[config.mk]
export PLATFORM = sky130hd
export DESIGN_NAME = alu_op_sequencer
export DESIGN_NICKNAME = d
export VERILOG_FILES = /design/src/rtl/alu_pkg.sv /design/src/rtl/alu_display_rotator.sv /design/src/rtl/alu_op_sequencer.sv
export SDC_FILE = /design/constraint.sdc
export NUM_CORES = 1
export LEC_CHECK = 0
export BUFFER_PORTS_ARGS = -buffer_cell sky130_fd_sc_hd__buf_4
export CAP_MARGIN = 20
export CORE_MARGIN = 10
export CORE_UTILIZATION = 41
export DETAILED_ROUTE_END_ITERATION = 10
export GPL_TIMING_DRIVEN = 0
export SKIP_LAST_GASP = 1
export SLEW_MARGIN = 0
export SYNTH_ARGS = -nofsm -noshare
export SYNTH_HDL_FRONTEND = slang
export SYNTH_SLANG_ARGS = --single-unit
export TNS_END_PERCENT = 100
[constraint.sdc]
create_clock -name clk_2 -period 4.3 [get_ports clk_2]
set_input_delay 0.43 -clock clk_2 [delete_from_list [all_inputs] [get_ports clk_2]]
set_output_delay 0.43 -clock clk_2 [all_outputs]
set_load 0.02 [all_outputs]
[src/rtl/alu_pkg.sv]
// alu_pkg: shared ALU op encoding, command word layout and next-set-op search
package alu_pkg;
  localparam int ALU_W = 3;
  typedef enum logic [1:0] {ADD = 2'b00, SUB = 2'b01, AND = 2'b10, OR = 2'b11} alu_op_t;
  typedef struct packed {
    logic [ALU_W-1:0] a;
    alu_op_t          f;
    logic [ALU_W-1:0] b;
  } alu_word_t;
  function automatic logic [1:0] next_op(input logic [3:0] m, input logic [1:0] cur);
    logic [1:0] n;
    next_op = cur;
    for (int i = 4; i >= 1; i--) begin
      n = cur + 2'(i);
      if (m[n]) next_op = n;
    end
  endfunction
endpackage

[src/rtl/alu_display_rotator.sv]
// alu_display_rotator: dwell counter cycling through valid ops in ascending order with wrap
module alu_display_rotator
  import alu_pkg::*;
#(
  parameter int DWELL = 50
) (
  input  logic       clk_2,
  input  logic       reset,
  input  logic       en,
  input  logic [3:0] res_valid,
  output logic [1:0] op
);
  localparam int CW = DWELL > 1 ? $clog2(DWELL) : 1;
  logic          run;
  logic [1:0]    cur;
  logic [CW-1:0] cnt, cnt_d;
  always_comb begin
    op = run ? cur : next_op(res_valid, 2'd3);
    cnt_d = run ? cnt : '0;
  end
  always_ff @(posedge clk_2) begin
    if (reset || !en) begin
      run <= 1'b0;
      cur <= 2'd0;
      cnt <= '0;
    end else begin
      run <= 1'b1;
      cur <= (cnt_d == CW'(DWELL - 1)) ? next_op(res_valid, op) : op;
      cnt <= (cnt_d == CW'(DWELL - 1)) ? '0 : cnt_d + CW'(1);
    end
  end
endmodule

[src/rtl/alu_op_sequencer.sv]
// alu_op_sequencer: issues masked ALU ops, captures results, rotates them on LEDs; ALU_SEQ_OVF_EN enables overflow flags
module alu_op_sequencer
  import alu_pkg::*;
#(
  parameter int ALU_LAT = 1,
  parameter int DWELL   = 50
) (
  input  logic             clk_2,
  input  logic             reset,
  input  logic             start,
  input  logic [2:0]       a_in,
  input  logic [2:0]       b_in,
  input  logic [3:0]       op_mask,
  output logic [7:0]       alu_word,
  input  logic [2:0]       alu_result,
  output logic             busy,
  output logic             done,
  output logic [3:0]       res_valid,
  output logic [3:0][2:0]  result,
  output logic [3:0]       ovf,
  output logic [7:0]       led_out
);
  localparam logic [1:0] IDLE = 2'd0, ISSUE = 2'd1, WAIT = 2'd2, DISPLAY = 2'd3;
  logic [1:0]       state, op, cnt, disp_op;
  logic [ALU_W-1:0] a, b;
  logic [3:0]       mask, rem;
  logic             ovf_new;
  alu_word_t        word;
  always_comb begin
    rem = mask & (4'b1110 << op);
    word = {a, op, b};
`ifdef ALU_SEQ_OVF_EN
    ovf_new = (op == ADD) ? (a[2] == b[2]) && (alu_result[2] != a[2]) :
              (op == SUB) ? (a[2] != b[2]) && (alu_result[2] != a[2]) : 1'b0;
`else
    ovf_new = 1'b0;
`endif
    busy = state == ISSUE || state == WAIT;
    led_out = state == DISPLAY ? {ovf[disp_op], disp_op, 2'b00, result[disp_op]} : 8'h00;
  end
  always_ff @(posedge clk_2) begin
    if (reset) begin
      state     <= IDLE;
      alu_word  <= '0;
      done      <= 1'b0;
      res_valid <= '0;
      result    <= '0;
      ovf       <= '0;
      a         <= '0;
      b         <= '0;
      mask      <= '0;
      op        <= '0;
      cnt       <= '0;
    end else begin
      done <= 1'b0;
      if (start && (state == IDLE || state == DISPLAY)) begin
        a         <= a_in;
        b         <= b_in;
        mask      <= op_mask;
        res_valid <= '0;
        ovf       <= '0;
        op        <= next_op(op_mask, 2'd3);
        state     <= op_mask != 4'd0 ? ISSUE : IDLE;
        done      <= op_mask == 4'd0;
      end else if (state == ISSUE) begin
        alu_word <= word;
        cnt      <= 2'(ALU_LAT - 1);
        state    <= WAIT;
      end else if (state == WAIT) begin
        if (cnt != 2'd0) cnt <= cnt - 2'd1;
        else begin
          result[op]    <= alu_result;
          res_valid[op] <= 1'b1;
          ovf[op]       <= ovf_new;
          op            <= next_op(rem, op);
          state         <= rem != 4'd0 ? ISSUE : DISPLAY;
          done          <= rem == 4'd0;
        end
      end
    end
  end
  alu_display_rotator #(.DWELL(DWELL)) u_rot (
    .clk_2     (clk_2),
    .reset     (reset),
    .en        (state == DISPLAY),
    .res_valid (res_valid),
    .op        (disp_op)
  );
endmodule
Word level (Yosys, flattened, before mapping)
Index checks and enable logic that the tools add are counted.
{ "op_classes": {"add_sub_neg": 8, "magnitude_cmp": 9, "eq_ne": 7, "shifts": 1, "mux": 55, "bitwise_logic": 7, "reduce_logical": 25} }
{ "ops": {"columns": ["operator", "count"], "rows": [
  ["$mux W2", 24],
  ["$lt A2 B3 Y1 const B", 8],
  ["$mux W1", 16],
  ["$bmux W1 S2", 7],
  ["$bwmux W12", 1],
  ["$reduce_bool A4 Y1", 3],
  ["$add A2 B2 Y2 const B", 4],
  ["$and A4 B4 Y4", 2],
  ["$logic_not A4 Y1", 2],
  ["$mux W8", 1],
  ["$reduce_and A4 Y1", 2],
  ["$reduce_bool A2 Y1", 4],
  ["$add A6 B1 Y6 const B", 1],
  ["$bmux W3 S2", 1],
  ["$demux W3 S2", 1],
  ["$eq A6 B6 Y1 const B", 1],
  ["$mux W3", 2],
  ["$mux W6", 1],
  ["$reduce_and A3 Y1", 2],
  ["$add A2 B1 Y2 const B", 2],
  ["$eq A2 B2 Y1 const B", 2],
  ["$ne A2 B2 Y1 const B", 2],
  ["$not A4 Y4", 1],
  ["$or A4 B4 Y4", 1],
  ["14 further kinds", 21]
]} }
{ "word_totals": {"ff_bits": 54, "output_inout_bits": 38, "word_cells": 129} }

Longest topological paths before layout
Gate-level depths: netlist of run 1.
{ "logic_depth": {"ltp_word": 11, "ltp_mapped": 10} }

Hierarchy
From an unflattened synthesis of run 1, not the netlist that was laid out.
{ "unflattened": {"hier_cells": 309, "area_unflattened_um2": 2606.2} }
{ "modules_own_cells": {"columns": ["module", "instances", "cells_per_inst", "area_each_um2", "seq_area_each_um2"], "rows": [
  ["alu_op_sequencer", 1, 239, 2044.5, 880.8],
  ["alu_display_rotator", 1, 70, 561.8, 180.2]
]} }

Worst setup path before layout of run 1
No wires, ideal clock.
{ "synth_timing": {"kind": "reg2out", "from": "register res_valid[1]", "to": "output port led_out[0]", "arrival_time_ns": 1.789, "required_ns": 3.870, "path_slack_ns": 2.081, "path_stages_with_launch": 7, "path_buffers": 1, "path_cell_list": "dfxtp_1 -> buf_2 -> inv_2 -> a21oi_1 -> o21a_1 -> mux4_2 -> and2_1"} }
{ "synth_between": {"elab_chain_cells": 6} }
{ "synth_rtl": {"columns": ["element", "line", "rtl"], "rows": [
  ["start: declaration", "alu_op_sequencer.sv:18", "output logic [3:0] res_valid,"],
  ["start signal: assignment", "alu_op_sequencer.sv:46", "res_valid <= '0;"],
  ["start signal: assignment", "alu_op_sequencer.sv:60", "res_valid <= '0;"],
  ["start signal: indexed assignment", "alu_op_sequencer.sv:73", "res_valid[op] <= 1'b1;"],
  ["$mux W2 (2 in series)", "alu_pkg.sv:15", "if (m[n]) next_op = n;"],
  ["$mux W2", "alu_display_rotator.sv:18", "op = run ? cur : next_op(res_valid, 2'd3);"],
  ["$bmux W3 S2", "alu_op_sequencer.sv:39", "led_out = state == DISPLAY ? {ovf[disp_op], disp_op, 2'b00, result[disp_op]} : 8'h00;"],
  ["$mux W3 (implied by the code)", "alu_op_sequencer.sv:39", null],
  ["$mux W8", "alu_op_sequencer.sv:39", null],
  ["end: declaration", "alu_op_sequencer.sv:21", "output logic [7:0] led_out"]
]} }
Every way passes these cells. The select of a mux whose other input is x is not followed.

Worst setup path after layout of run 1
{ "layout_timing": {"from": "register res_valid[0]", "to": "output port led_out[2]"} }
{ "layout_between": {"elab_chain_cells": 5} }
{ "layout_rtl": {"columns": ["element", "line"], "rows": [
  ["$mux W2", "alu_pkg.sv:15"],
  ["$mux W2", "alu_display_rotator.sv:18"],
  ["$bmux W3 S2", "alu_op_sequencer.sv:39"],
  ["$mux W3 (implied by the code)", "alu_op_sequencer.sv:39"],
  ["$mux W8", "alu_op_sequencer.sv:39"]
]} }
Every way passes these cells. The select of a mux whose other input is x is not followed.

==> qor.csv, run 1 <==
metric,value,unit
drv_slew,0,
power_leakage,0.00128,uW
cts_root_buf,clkbuf_8,
crit_path_start,res_valid[0]$_SDFFE_PP0P_,
tightest_slew,0.774,ns
rsz0062_at_grt,false,
grt_use_total,13.2,%
use_met2,22.2,%
hold_viol_final,0,
portBuffers,51,
dp_hpwl,5020,um
async_flop_share,0,%
clock_latency,0.31,ns
start_util,41.6,%
synth-seq-cells,53,
drt_wl_total,6620,um
fillers,635,
grt_max_degree,16,
syn_area,0.00261,mm2
clockPowerShare,26.5,%
r2r_slack,1.82,ns
crit_type,reg -> out,
die_y,99.8,um
cts.repair.resized,0,
setup_ws,1.57,ns
wire_per_inst,14.5,um
area_growth,23.0,%
use_met3,4.02,%
ios,54,
synth_cell_types,49,
first_global_vias,2263,
grt_pass1_wl,10900,um
grt_overflow,0,
switching_share,33.9,%
cp_max_fo,10,
die_area,0.00995,mm2
ctsHtreeMaxLevel,2,
cts_setup_buffers,0,
fin_setup_tns,0,ns
fmax,0.366,GHz
antenna_found_initial,0,
cp-end-kind,output port,
post-place-ws,1.87,ns
worstPathRequired,3.87,ns
final_antenna_net_count,0,
drt_iter0_drc,105,
yosysSeqAreaShare,40.7,%
hp-class,in -> reg,
synth.top_cells.by_area,"dfxtp_1 41%, a21oi_1 7.9%, nand2_1 7.6%",
finalSetupViolCount,0,
use_met1,15.8,%
period_needed,2.73,ns
die_w,99.8,um
endpoint,led_out[2],
synthCells,320,
vias,2355,
vdd_drop_max,0.207,mV
yosysWarnings,0,
clk_pin_slew,0.09,ns
clock_sinks,53,
clockBufferDepth,2,
cts_made_buffers,5,
synth-edff-count,0,
placed_cells,449,
place.gp.congestion,0.862,
antennaDiodeCount,0,
internal_power,875,uW
drc,0,
synth_area_per_cell,8.15,um2
relSlewSlack,48.4,%
hold_buffers,0,
cap_violations,0,
p_comb_share,30.9,%
nets,406,
multi_input_area,0.00142,mm2
via_per_inst,5.15,
ys.flop_type,dfxtp_1,
r2r_end,op[0]$_SDFFE_PP0P_,
seq_power_share,42.6,%
finalCritPeriodShare,63.5,%
crit_arrival,2.30,ns
status,"finished, final reports clean",
yosys.area.top_type_share,40.7,%
worst_setup_path_start_kind,flip-flop,
worstRegToRegCells,9,
skew,0.00906,ns
r2r-start,op[0]$_SDFFE_PP0P_,
power_density,413,mW/mm2
min-delay-start,reset,
instances_no_fill,457,
core_region_area,0.00628,mm2
power.switching,450,uW
grt-busiest-layer,met2,
std_cell_rows,29,
dr.pass1.iters,4,
drive_above_1_share,19.2,%
synth_top_area_cell,dfxtp_1,
regArea,0.00106,mm2
cts_tree,yes,
-- power by group through the flow --
stage	combinational [uW]	clock (uW)	sequential (uW)
floorplan	282	0	580
finish	409	352	564
global placement	407	0	575
CTS	411	359	564
detailed placement	410	0	576
global route	460	377	570
-- cell type report --
cell class              instances  area share (%)
inverters                      11            1.29
plain buffers                  19            2.81
clock buffers                   7            2.69
clock inverters                 1           0.936
repair buffers                 51            11.9
well taps                      77            3.00
multi-input cells             238            44.3
flip-flops and latches         53            33.1
-- cell usage after synthesis (2+ instances only) --
library cell	n
nand3_1	16
nand4_1	2
a211oi_1	4
nor2b_1	4
buf_4	2
and2_1	8
mux4_2	4
o21ai_0	10
mux2i_1	8
nor3_1	5
nand2_1	53
nor2_1	31
nor4_1	3
xor2_1	4
clkbuf_1	12
ha_1	11
buf_2	2
inv_1	10
dfxtp_1	53
nand2b_1	5
a31oi_1	3
nand3b_1	2
a21oi_1	41
a21boi_0	2
-- routing by layer --
metal	wire [um]	vias to the layer above
met4	61	0
li1	-	1219
met1	2950	1091
met3	288	6
met2	3320	39
met5	0	-
-- worst min-delay path by stage --
stage | to | slack (ns) | cells past startpoint
floorplan | a[0]$_SDFFE_PP0P_ | 0.44 | 2
global placement | ovf[0]$_SDFFE_PP0P_ | 0.44 | 2
detailed placement | ovf[1]$_SDFFE_PP0P_ | 0.44 | 2
CTS | a[0]$_SDFFE_PP0P_ | 0.36 | 3
global route | a[0]$_SDFFE_PP0P_ | 0.36 | 3
finish | u_rot.run$_DFF_P_ | 0.36 | 2
-- critical path: stages, from the launching register on --
cell,delay [ns]
dfxtp_1,0.34
clkbuf_1,0.35
o31a_1,0.44
mux4_2,0.54
and2_1,0.16
buf_4,0.15
-- sequential cells by signal, summed over array words and instances (netlist names), 3 cells and up --
register   cells
result        12
b              3
u_rot.cnt      6
a              3
alu_word       8
mask           3
ovf            4
res_valid      4
-- cells in the final DEF (no fill, tap or decap), types with 6 or more instances in the layout --
master | synthesis | final
nand2_1 | 53 | 53
clkbuf_1 | 12 | 13
dfxtp_1 | 53 | 53
nand3_1 | 16 | 16
inv_1 | 10 | 10
ha_1 | 11 | 11
o21ai_0 | 10 | 10
mux2i_1 | 8 | 8
a21oi_1 | 41 | 41
clkbuf_8 | 0 | 6
buf_4 | 2 | 53
and2_1 | 8 | 8
nor2_1 | 31 | 31
-- logic make-up (layout without fill, tap and decap cells) --
group / count (synthesis) / in the layout / synth area share (%)
XOR/XNOR: 4 / 4 / 1.34
buffers and inverters: 30 / 89 / 5.04
flip-flops: 53 / 53 / 40.7
multiplexers: 12 / 12 / 6.52
AND/OR/NAND/NOR: 137 / 137 / 24.5
other: 1 / 2 / 0.144
adder cells (fa/ha/maj): 11 / 11 / 5.28
AO/OA/AOI/OAI: 72 / 72 / 16.5
-- metrics by stage --
| stage | total power (uW) | hold slack, ns | instance area, um2 | util [%] |
|---|---|---|---|---|
| 2_1_floorplan | 862 | 0.436 | 2610 | - |
| 3_3_place_gp | 981 | 0.439 | 3090 | 49.3 |
| 3_5_place_dp | 986 | 0.444 | 3090 | 49.3 |
| 4_1_cts | 1330 | 0.359 | 3210 | 51.1 |
| 5_1_grt | 1410 | 0.357 | 3210 | 51.1 |
| 6_report | 1320 | 0.360 | 3210 | 51.1 |
Note: power is estimated with default switching activity, not from simulation.
==> run 2: changes to the inputs <==
--- a/config.mk
+++ b/config.mk
@@ -5,12 +5,14 @@
 export SDC_FILE = /design/constraint.sdc
 export NUM_CORES = 1
 export LEC_CHECK = 0
+export ABC_AREA = 1
 export BUFFER_PORTS_ARGS = -buffer_cell sky130_fd_sc_hd__buf_4
 export CAP_MARGIN = 20
 export CORE_MARGIN = 10
 export CORE_UTILIZATION = 41
 export DETAILED_ROUTE_END_ITERATION = 10
 export GPL_TIMING_DRIVEN = 0
+export PLACE_DENSITY = 0.65
 export SKIP_LAST_GASP = 1
 export SLEW_MARGIN = 0
 export SYNTH_ARGS = -nofsm -noshare
==> constraint.sdc (replaced) <==
create_clock -name clk_2 -period 2.5 [get_ports clk_2]
set_input_delay 0.25 -clock clk_2 [delete_from_list [all_inputs] [get_ports clk_2]]
set_output_delay 0.25 -clock clk_2 [all_outputs]
set_load 0.02 [all_outputs]
==> qor.csv, run 2 <==
metric,value,unit
top_regs,"result (12), alu_word (8), u_rot.cnt (6)",
die_area,0.00989,mm2
final_antenna_net_count,0,
drive_above_1_share,20.8,%
yosysWarnings,0,
vdd_drop_max,0.561,mV
clk_pin_slew,0.09,ns
synth_cell_types,34,
vias,2453,
grt_overflow,0,
crit_path_start,res_valid[0]$_SDFFE_PP0P_,
grt_pass1_wl,11500,um
fillers,614,
largest_register,result,
synth-edff-count,0,
place.gp.congestion,0.823,
min-delay-start,reset,
switching_share,39.9,%
die_w,99.5,um
instances_no_fill,494,
wire_per_inst,13.4,um
drt_wl_total,6640,um
use_met2,23.9,%
yosys.area.top_type_share,41.0,%
nets,445,
crit_type,reg -> out,
synth-seq-cells,53,
die_y,99.5,um
drt_iter0_drc,94,
skew,0.00710,ns
worst_setup_path_start_kind,flip-flop,
yosysSeqAreaShare,41.0,%
grt-busiest-layer,met2,
rsz0062_at_grt,false,
cts_setup_buffers,0,
synth.most_common_cell,nand2_1,
std_cell_rows,28,
syn_area,0.00259,mm2
cts_tree,yes,
placed_cells,486,
internal_power,1870,uW
core_region_area,0.00603,mm2
fmax,0.496,GHz
p_comb_share,42.2,%
hold_buffers,0,
cts.repair.resized,0,
start_util,43.0,%
status,"finished, final reports clean",
r2r_slack,0.60,ns
synth_common_cells,"68 x nand2_1, 53 x dfxtp_1, 52 x nor2_1",
portBuffers,51,
cts_made_buffers,5,
ys.flop_type,dfxtp_1,
worstPathRequired,2.25,ns
r2r-start,state[1]$_SDFFE_PP0P_,
crit_arrival,1.77,ns
grt_use_total,13.7,%
cap_violations,0,
ios,54,
synth.top_cells.by_area,"dfxtp_1 41%, nand2_1 9.9%, nor2_1 7.5%",
synthCells,359,
drc,0,
power.switching,1240,uW
dr.pass1.iters,4,
drv_slew,0,
async_flop_share,0,%
fin_setup_tns,0,ns
seq_power_share,35.9,%
use_met1,16.4,%
cp-end-kind,output port,
antenna_found_initial,0,
final_common_cell,nand2_1,
r2r_end,result[11]$_SDFFE_PP0P_,
hp-class,in -> reg,
largest_register_ff_count,12,
area_growth,23.7,%
clockBufferDepth,2,
synth_top_area_cell,dfxtp_1,
clock_sinks,53,
dp_hpwl,5160,um
setup_ws,0.485,ns
finalSetupViolCount,0,
endpoint,led_out[1],
mostFrequentLayoutCells,"68 x nand2_1, 53 x buf_4, 53 x dfxtp_1",
finalCritPeriodShare,80.6,%
use_met3,3.39,%
synth_area_per_cell,7.21,um2
clock_latency,0.30,ns
worstRegToRegCells,9,
ctsHtreeMaxLevel,2,
hold_viol_final,0,
min_delay_path_depth,2,
relSlewSlack,64.2,%
first_global_vias,2406,
period_needed,2.02,ns
post-place-ws,0.600,ns
antennaDiodeCount,0,
via_per_inst,4.97,
power_leakage,0.00146,uW
grt_max_degree,17,
cts_root_buf,clkbuf_8,
power_density,969,mW/mm2
cp_max_fo,5,
clockPowerShare,21.9,%
tightest_slew,0.536,ns
==> run 2: final cells by class <==
class                   instances  area [um2]  share of cell area, %
multi-input cells             257        1330                   41.4
flip-flops and latches         53        1060                   33.1
repair buffers                 51         383                   12.0
inverters                      40         150                   4.69
well taps                      75        93.8                   2.93
clock buffers                   5        68.8                   2.15
clock inverters                 3        65.1                   2.03
plain buffers                  10        53.8                   1.68
==> run 2: per-stage QoR <==
| step | total power (uW) | utilization [%] | area [um2] | hold slack, ns |
|---|---|---|---|---|
| final | 3100 | 53.2 | 3200 | 0.160 |
| after global routing | 3360 | 53.2 | 3200 | 0.158 |
| after CTS | 3130 | 53.2 | 3200 | 0.157 |
| after detailed placement | 2450 | 50.9 | 3070 | 0.422 |
| after global placement | 2430 | 50.9 | 3070 | 0.418 |
| after floorplan | 2040 | - | 2590 | 0.345 |
==> run 2: how the worst min path moves through the flow <==
stage and to:
6_report u_rot.run$_DFF_P_, 5_1_grt u_rot.run$_DFF_P_, 4_1_cts u_rot.run$_DFF_P_, 3_5_place_dp u_rot.cnt[5]$_SDFF_PP0_, 3_3_place_gp u_rot.cnt[5]$_SDFF_PP0_, 2_1_floorplan u_rot.run$_DFF_P_
==> run 2: logic make-up (layout without fill, tap and decap cells) <==
group           count (synthesis)  count (layout)  synth area share [%]
simple gates                  162             162                  27.5
compound gates                 80              80                  17.4
buf+inv                        50             109                  7.88
fa+ha+maj                      11              11                  5.32
xor+xnor                        2               2                 0.677
flops                          53              53                  41.0
other cells                     1               2                 0.145
==> run 2: per-layer routing <==
layer  wire (um)  share of wire (%)
met3         357                5.4
met5           0                  0
met2        3300                 50
met4          38               0.57
met1        2940                 44
==> run 2: critical path: stages, from the launching register on <==
cell	delay (ns)
dfxtp_1	0.46
nor2_4	0.09
a21boi_2	0.26
nand2_1	0.12
o22ai_1	0.19
a21oi_1	0.06
a21oi_1	0.14
buf_4	0.16
==> run 2: power by group through the flow <==
stage / registers, uW / logic, uW / clock network [uW]
global placement: 1130 / 1300 / 0
global route: 1140 / 1490 / 725
detailed placement: 1130 / 1320 / 0
finish: 1120 / 1310 / 679
floorplan: 1210 / 837 / 0
CTS: 1120 / 1320 / 692
